**src/rtl/mem_port_arbiter_pkg.sv**
```systemverilog
// Shared definitions for the fetch/data memory port arbiter.
package mem_port_arbiter_pkg;

    // Bit positions in the 2-bit request/grant vectors; also the last_gnt encoding.
    localparam bit GNT_IF = 1'b0;
    localparam bit GNT_D  = 1'b1;

    function automatic logic [31:0] fetch_word_sel(input logic [63:0] line, input logic upper);
        return upper ? line[63:32] : line[31:0];
    endfunction

endpackage

```
**src/rtl/mem_port_arbiter_rr_arb2.sv**
```systemverilog
// Two-way arbiter: round-robin on conflict, or fixed priority to the data port.
module mem_port_arbiter_rr_arb2
    import mem_port_arbiter_pkg::*;
(
    input  logic       clk,
    input  logic       nrst,
    input  logic [1:0] req,
    input  logic       fixed_prio,
    output logic [1:0] gnt
);

    logic last_gnt_q;
    logic last_gnt_d;

    always_comb begin
        gnt = 2'b00;
        if (nrst) begin
            if (req[GNT_IF] && req[GNT_D]) begin
                // Reset leaves last_gnt at IF, so data wins the first conflict.
                if (fixed_prio || (last_gnt_q == GNT_IF)) begin
                    gnt[GNT_D] = 1'b1;
                end else begin
                    gnt[GNT_IF] = 1'b1;
                end
            end else begin
                gnt = req;
            end
        end
    end

    always_comb begin
        last_gnt_d = last_gnt_q;
        if (gnt[GNT_D]) begin
            last_gnt_d = GNT_D;
        end else if (gnt[GNT_IF]) begin
            last_gnt_d = GNT_IF;
        end
    end

    always_ff @(posedge clk) begin
        if (!nrst) begin
            last_gnt_q <= GNT_IF;
        end else begin
            last_gnt_q <= last_gnt_d;
        end
    end

endmodule

```
**src/rtl/mem_port_arbiter.sv**
```systemverilog
// Shares one single-ported 64-bit memory between instruction-fetch and data ports,
// with registered one-cycle read responses and a saturating conflict counter.
module mem_port_arbiter
    import mem_port_arbiter_pkg::*;
#(
    parameter int unsigned MEM_ADDR_W = 29,
    parameter bit          DATA_PRIO  = 1'b0,
    parameter int unsigned CNT_W      = 16
) (
    input  logic                  clk,
    input  logic                  nrst,
    input  logic                  if_req,
    input  logic [31:0]           if_addr,
    output logic                  if_gnt,
    output logic                  if_rvalid,
    output logic [31:0]           if_rdata,
    input  logic                  d_req,
    input  logic                  d_we,
    input  logic [31:0]           d_addr,
    input  logic [63:0]           d_wdata,
    input  logic [7:0]            d_wmask,
    output logic                  d_gnt,
    output logic                  d_rvalid,
    output logic [63:0]           d_rdata,
    output logic [MEM_ADDR_W-1:0] mem_addr,
    output logic                  mem_wr_en,
    output logic [63:0]           mem_wdata,
    output logic [7:0]            mem_wmask,
    input  logic [63:0]           mem_rdata,
    output logic [CNT_W-1:0]      conflict_cnt
);

    logic [1:0] req;
    logic [1:0] gnt;

    logic             if_rvalid_q;
    logic [31:0]      if_rdata_q;
    logic             d_rvalid_q;
    logic [63:0]      d_rdata_q;
    logic [CNT_W-1:0] cnt_q;

    // Byte-offset bits never reach the memory.
    logic unused_addr_bits;
    assign unused_addr_bits = ^{if_addr[1:0], d_addr[2:0]};

    always_comb begin
        req         = 2'b00;
        req[GNT_IF] = if_req;
        req[GNT_D]  = d_req;
    end

    mem_port_arbiter_rr_arb2 u_arb (
        .clk        (clk),
        .nrst       (nrst),
        .req        (req),
        .fixed_prio (DATA_PRIO),
        .gnt        (gnt)
    );

    assign if_gnt = gnt[GNT_IF];
    assign d_gnt  = gnt[GNT_D];

    always_comb begin
        mem_addr  = '0;
        mem_wr_en = d_gnt & d_we;
        mem_wdata = '0;
        mem_wmask = '0;
        if (if_gnt) begin
            mem_addr = if_addr[MEM_ADDR_W+2:3];
        end else if (d_gnt) begin
            mem_addr  = d_addr[MEM_ADDR_W+2:3];
            mem_wdata = d_wdata;
            mem_wmask = d_wmask;
        end
    end

    always_ff @(posedge clk) begin
        if (!nrst) begin
            if_rvalid_q <= 1'b0;
            if_rdata_q  <= '0;
            d_rvalid_q  <= 1'b0;
            d_rdata_q   <= '0;
            cnt_q       <= '0;
        end else begin
            if_rvalid_q <= if_gnt;
            d_rvalid_q  <= d_gnt;
            if (if_gnt) begin
                if_rdata_q <= fetch_word_sel(mem_rdata, if_addr[2]);
            end
            if (d_gnt && !d_we) begin
                d_rdata_q <= mem_rdata;
            end
            if (if_req && d_req && (cnt_q != {CNT_W{1'b1}})) begin
                cnt_q <= cnt_q + CNT_W'(1);
            end
        end
    end

    // A response due in a reset cycle is suppressed rather than presented.
    assign if_rvalid    = if_rvalid_q & nrst;
    assign d_rvalid     = d_rvalid_q & nrst;
    assign if_rdata     = if_rdata_q;
    assign d_rdata      = d_rdata_q;
    assign conflict_cnt = cnt_q;

endmodule

```
**config.mk**
```make
export PLATFORM = sky130hd
export DESIGN_NAME = mem_port_arbiter
export DESIGN_NICKNAME = d
export VERILOG_FILES = /design/src/rtl/mem_port_arbiter_pkg.sv /design/src/rtl/mem_port_arbiter_rr_arb2.sv /design/src/rtl/mem_port_arbiter.sv
export SDC_FILE = /design/constraint.sdc
export NUM_CORES = 1
export LEC_CHECK = 0
export BUFFER_PORTS_ARGS = -buffer_cell sky130_fd_sc_hd__buf_2
export CORE_AREA = 2 2 166 168
export CTS_BUF_LIST = sky130_fd_sc_hd__clkbuf_4 sky130_fd_sc_hd__clkbuf_8
export DETAILED_ROUTE_END_ITERATION = 6
export DIE_AREA = 0 0 168 170
export GPL_TIMING_DRIVEN = 0
export PLACE_DENSITY = 0.57
export SYNTH_ARGS = -nofsm -noshare
export SYNTH_HDL_FRONTEND = slang
export SYNTH_SLANG_ARGS = --single-unit
```
**constraint.sdc**
```tcl
create_clock -name clk -period 2.1 [get_ports clk]
set_input_delay 0.315 -clock clk [delete_from_list [all_inputs] [get_ports clk]]
set_output_delay 0.315 -clock clk [all_outputs]
set_load 0.03 [all_outputs]
```
# Word-level counts from Yosys, hierarchy flattened
# Cells that the tools add are included.
# totals
ff_bits,115
wordCells,29
# op_classes
addsub,1
eq_ne,1
muxes,13
bitwise_logic,3
n_reduce_logical,5
# ops
op,n
two-way mux 64 bit,2
two-way mux 29 bit,2
two-way mux 32 bit,1
"adder 16 x 1 -> 16 bit, second input constant",1
two-way mux 8 bit,2
"!= test 16 bit, second input constant",1
two-way mux 1 bit,4
two-way mux 2 bit,2
AND 1 bit,3
logical AND 1 bit,3
nonzero test 2 bit,1
zero test 1 bit,1

# Logic depth before layout (Yosys ltp)
# depth
word_depth,5
mapped_depth,7
ltp_nobuf,5

# By module
# A second synthesis with hierarchy kept.
# unflattened
cells_unflattened,660
area_unflattened_um2,5370.2
# by_module_without_submodules
module,instances,cells_each,area_each_um2
mem_port_arbiter,1,651,5293.8
mem_port_arbiter_rr_arb2,1,9,76.3

# Least setup slack after synthesis
# No wires, ideal clock.
# synth_path
kind,register to register
startpoint,"reg cnt_q[0], in the netlist conflict_cnt[0]"
endpoint,"reg cnt_q[10], in the netlist conflict_cnt[10]"
t_arrival_ns,1.967
t_required_ns,2.030
path_slack_ns,0.064
stages_incl_launch_ff,6
n_path_buf,0
synth_period_minus_slack_ns,2.036
cell_sequence,dfxtp_1 ha_1 nand4_1 or3_2 or4_1 a21oi_1
# synth_via
elab_chain_len,2
elab_cells_between_ends,3
cone_classes,1 x add/sub; 1 x eq/ne; 1 x reduce/logical
# synth_lines
element,line_no,source
"start, declared",mem_port_arbiter.sv:40,logic [CNT_W-1:0] cnt_q;
"start signal, assigned",mem_port_arbiter.sv:94,cnt_q <= cnt_q + CNT_W'(1);
"parallel branches: the longest is 2 deep, another holds adder 16 x 1 -> 16 bit",--,
# Parallel ways; which one is timed is not known.
# A chain may end at the register's enable or synchronous reset.

# Worst setup path after layout
# layout_path
startpoint,reg u_arb.last_gnt_q
endpoint,out mem_addr[22]
# layout_via
elab_chain_len,5
elab_cells_between_ends,6
cone_classes,6 x mux
# layout_lines
element,line_no,source
"start, declared",mem_port_arbiter_rr_arb2.sv:12,logic last_gnt_q;
"start signal, assigned",mem_port_arbiter_rr_arb2.sv:44,last_gnt_q <= last_gnt_d;
two-way mux 1 bit,mem_port_arbiter_rr_arb2.sv:20,if (fixed_prio || (last_gnt_q == GNT_IF)) begin
two-way mux 2 bit *,mem_port_arbiter_rr_arb2.sv:18,if (req[GNT_IF] && req[GNT_D]) begin
two-way mux 2 bit *,mem_port_arbiter_rr_arb2.sv:17,if (nrst) begin
two-way mux 29 bit,mem_port_arbiter.sv:70,end else if (d_gnt) begin
two-way mux 29 bit *,mem_port_arbiter.sv:68,if (if_gnt) begin
"end, declared",mem_port_arbiter.sv:25,"output logic [MEM_ADDR_W-1:0] mem_addr,"
# Every way passes the cells marked *; elsewhere a longest branch is shown, timed or not.

==> results.sh <==
export IMPL_hold_viol=0
export IMPL_min_period_over_period=1.019
export IMPL_setup_slack_ps=-40.68
export IMPL_ys_async_sr_fraction=0
export IMPL_grt_max_degree=17
export IMPL_place_area_mm2=0.007802
export IMPL_vias=6424
export IMPL_vdd_drop_max_uv=431.3
export IMPL_gp_congestion=0.8096
export IMPL_start_kind="flop"
export IMPL_setup_viol=6
export IMPL_syn_area_per_cell_um2=8.152
export IMPL_maxSlewViolCount=0
export IMPL_fp_coreArea_mm2=0.02665
export IMPL_h_tree_depth=4
export IMPL_start_util=0.1988
export IMPL_ys_ff_latch=115
export IMPL_synth_edf_count=0
export IMPL_dp_hpwl_mm=20.45
export IMPL_drtPass1Iterations=5
export IMPL_startpoint="u_arb.last_gnt_q$_SDFFE_PN0P_"
export IMPL_overflow=0
export IMPL_numCtsBuffers=17
export IMPL_worstMarginPinSlew_ps=959.3
export IMPL_power_share_clock=0.365
export IMPL_grt_first_pass_wirelength_mm=37.07
export IMPL_relSlewSlack=0.3604
export IMPL_die_width_um=168
export IMPL_max_cap_violations=0
export IMPL_layout_common_cells="buf_2, nand2_1, dfxtp_1"
export IMPL_cts_tree="built"
export IMPL_p_int_mw=3.669
export IMPL_layout_cells_non_filler=1448
export IMPL_syn_inst=650
export IMPL_maxClockFrequency_mhz=467.1
export IMPL_slowest_stage="dfxtp_4"
export IMPL_finalNetCount=1299
export IMPL_worstHoldStart="mem_rdata[54]"
export IMPL_io_pins=423
export IMPL_endpoint_kind="output port"
export IMPL_tns_ps=-92.92
export IMPL_status="finished, violations left"
export IMPL_fin_util=0.3269
export IMPL_grt_antenna_before_repair=3
export IMPL_violations="setup timing"
export IMPL_power_total_mw=5.756
export IMPL_wire_per_inst_um=17.82
export IMPL_seq_area_frac_synth=0.4345
export IMPL_ys_warn_count=0
export IMPL_hold_class="primary input to flop"
export IMPL_grt_use_total=0.1708
export IMPL_drc_errors=0
export IMPL_leakage_nw=4.205
export IMPL_final_common_cell="buf_2"
export IMPL_critPathArrivalTime_ps=1830
export IMPL_dp_slack_ps=-799.7
export IMPL_die_h_um=170
export IMPL_power_switching_mw=2.087
export IMPL_required_ps=1780
export IMPL_path_clk_slew_ps=100
export IMPL_powerDensity_mw_per_mm2=660.6
export IMPL_dp_cells=1406
export IMPL_syn_num_nets=856
export IMPL_rsz0062_at_grt="yes"
export IMPL_final_cell_area_mm2=0.008713
export IMPL_ys_types=37
export IMPL_cts_root_buf="clkbuf_8"
export IMPL_cp_cell_sequence="nand2b_4 -> and3_4 -> clkbuf_16 -> buf_12 -> a22o_1 -> buf_6"
export IMPL_critical_path_class="flop to output port"
export IMPL_drt_iter0_drc=389
export IMPL_row_count=60
export IMPL_p_sw_frac=0.3626
export IMPL_routed_via_density=4.436
export IMPL_io_buffers=415
export IMPL_cpPeakStageDelay_ps=370
export IMPL_finClkSkew_ps=13.11
export IMPL_cts_path_max_buffers=2
export IMPL_cts_sinks=115
export IMPL_wl_mm=25.81
export IMPL_combPwrFrac=0.234
export IMPL_clk_latency_ps=440
export IMPL_die_area_mm2=0.02856
export IMPL_seqPwrFrac=0.401
export IMPL_ant_nets=0
export IMPL_areaGrowthSynthToFinish_pct=64.44
export IMPL_final_layout_size_suffix_gt1_frac=0.4503
export IMPL_netlist_area_mm2=0.005299
export IMPL_synthFlopType="dfxtp_1"
export IMPL_r2r_start="conflict_cnt[4]$_SDFFE_PN0P_"
export IMPL_timing_hold_ws_ps=112.3
export IMPL_fillCellCount=2883
export IMPL_critPathMaxFanout=8
export IMPL_grt_pass1_vias=6100
export IMPL_min_period_ps=2141
==> synthesized netlist by cell type, types with 2 or more instances <==
| cell | count | area share |
|---|---|---|
| buf_1 | 4 | 0.0028 |
| nor3_1 | 2 | 0.0019 |
| or3_1 | 2 | 0.0024 |
| nand2b_1 | 5 | 0.0059 |
| o31ai_1 | 7 | 0.0099 |
| and3_1 | 3 | 0.0035 |
| or4_1 | 7 | 0.0099 |
| a211oi_1 | 32 | 0.045 |
| mux2i_1 | 36 | 0.068 |
| nor4_1 | 4 | 0.0047 |
| nor2_1 | 34 | 0.024 |
| o21ai_0 | 4 | 0.0038 |
| and2_1 | 75 | 0.089 |
| nand4_1 | 5 | 0.0059 |
| inv_1 | 2 | 0.0014 |
| nand2_1 | 138 | 0.098 |
| buf_2 | 3 | 0.0028 |
| clkbuf_8 | 2 | 0.0052 |
| dfxtp_1 | 115 | 0.43 |
| nor4b_1 | 2 | 0.0033 |
| a22o_1 | 29 | 0.048 |
| nand3_1 | 3 | 0.0028 |
| a21oi_1 | 78 | 0.074 |
| clkbuf_1 | 45 | 0.032 |
==> kinds of logic (layout without fill, tap and decap cells) <==
group                      count (synthesis)  after routing  synth area share
and+or+nand+nor                          287            287            0.2623
AOI/OAI and AO/OA                        152            152            0.1847
DFF                                      115            115            0.4345
buffers and inverters                     59            515           0.04817
muxes                                     36             36           0.06801
adders and majority gates                  1              1          0.002361
other                                      0              1                 0
==> sequential cells by signal, indices dropped and copies added, names as in the netlist <==
signal / flops
d_rdata: 64
if_rdata: 32
conflict_cnt: 16
d_rvalid_q: 1
if_rvalid_q: 1
u_arb.last_gnt_q: 1
==> area by class of cell <==
cell class,count,area [um2],share of cell area
Sequential cell,115,2307,0.2648
Buffer,54,354.1,0.04064
Clock inverter,15,156.4,0.01795
Clock buffer,17,234.0,0.02685
Timing Repair Buffer,426,2419,0.2776
Inverter,3,12.51,0.001436
Multi-Input combinational cell,476,2801,0.3215
Tap cell,341,426.7,0.04897
Antenna cell,1,2.502,0.0002872
==> power groups by stage <==
stage | Sequential, mW | Clock (mW) | Combinational (mW)
global route | 2.32 | 2.28 | 1.44
finish | 2.31 | 2.10 | 1.35
CTS | 2.31 | 2.17 | 1.34
detailed placement | 2.36 | 0 | 1.24
global placement | 2.35 | 0 | 1.23
floorplan | 2.51 | 0 | 0.545
==> worst max-delay path: cells and delay by family (launching register included) <==
kind	cells	cell delay (ps)
buf+inv	3	460
flops	1	370
compound gates	1	220
simple gates	2	340
==> worst paths after layout <==
kind	end	slack (ps)	cells after the start
worst max-delay path	mem_addr[22]	-40	6
worst min-delay path	d_rdata[54]$_SDFFE_PN0P_	110	3
worst min register to register	d_rdata[6]$_SDFFE_PN0P_	460	2
worst max register to register	conflict_cnt[15]$_SDFFE_PN0P_	160	5
==> metal layers <==
| layer | track usage | part of all wire |
|---|---|---|
| met1 | 0.2140 | 0.42 |
| met2 | 0.2738 | 0.46 |
| met3 | 0.06279 | 0.095 |
| met4 | 0.05180 | 0.020 |
| met5 | 0 | 0.0010 |
==> what timing repair did <==
action | in CTS | in global routing
gates cloned | 0 | 0
buffers inserted | 9 | 2
setup endpoints to repair | 203 | 113
gates resized for setup | 107 | 42
pin swaps | 3 | 1
hold buffers | 0 | 0
Power figures use the tool's default switching activity.
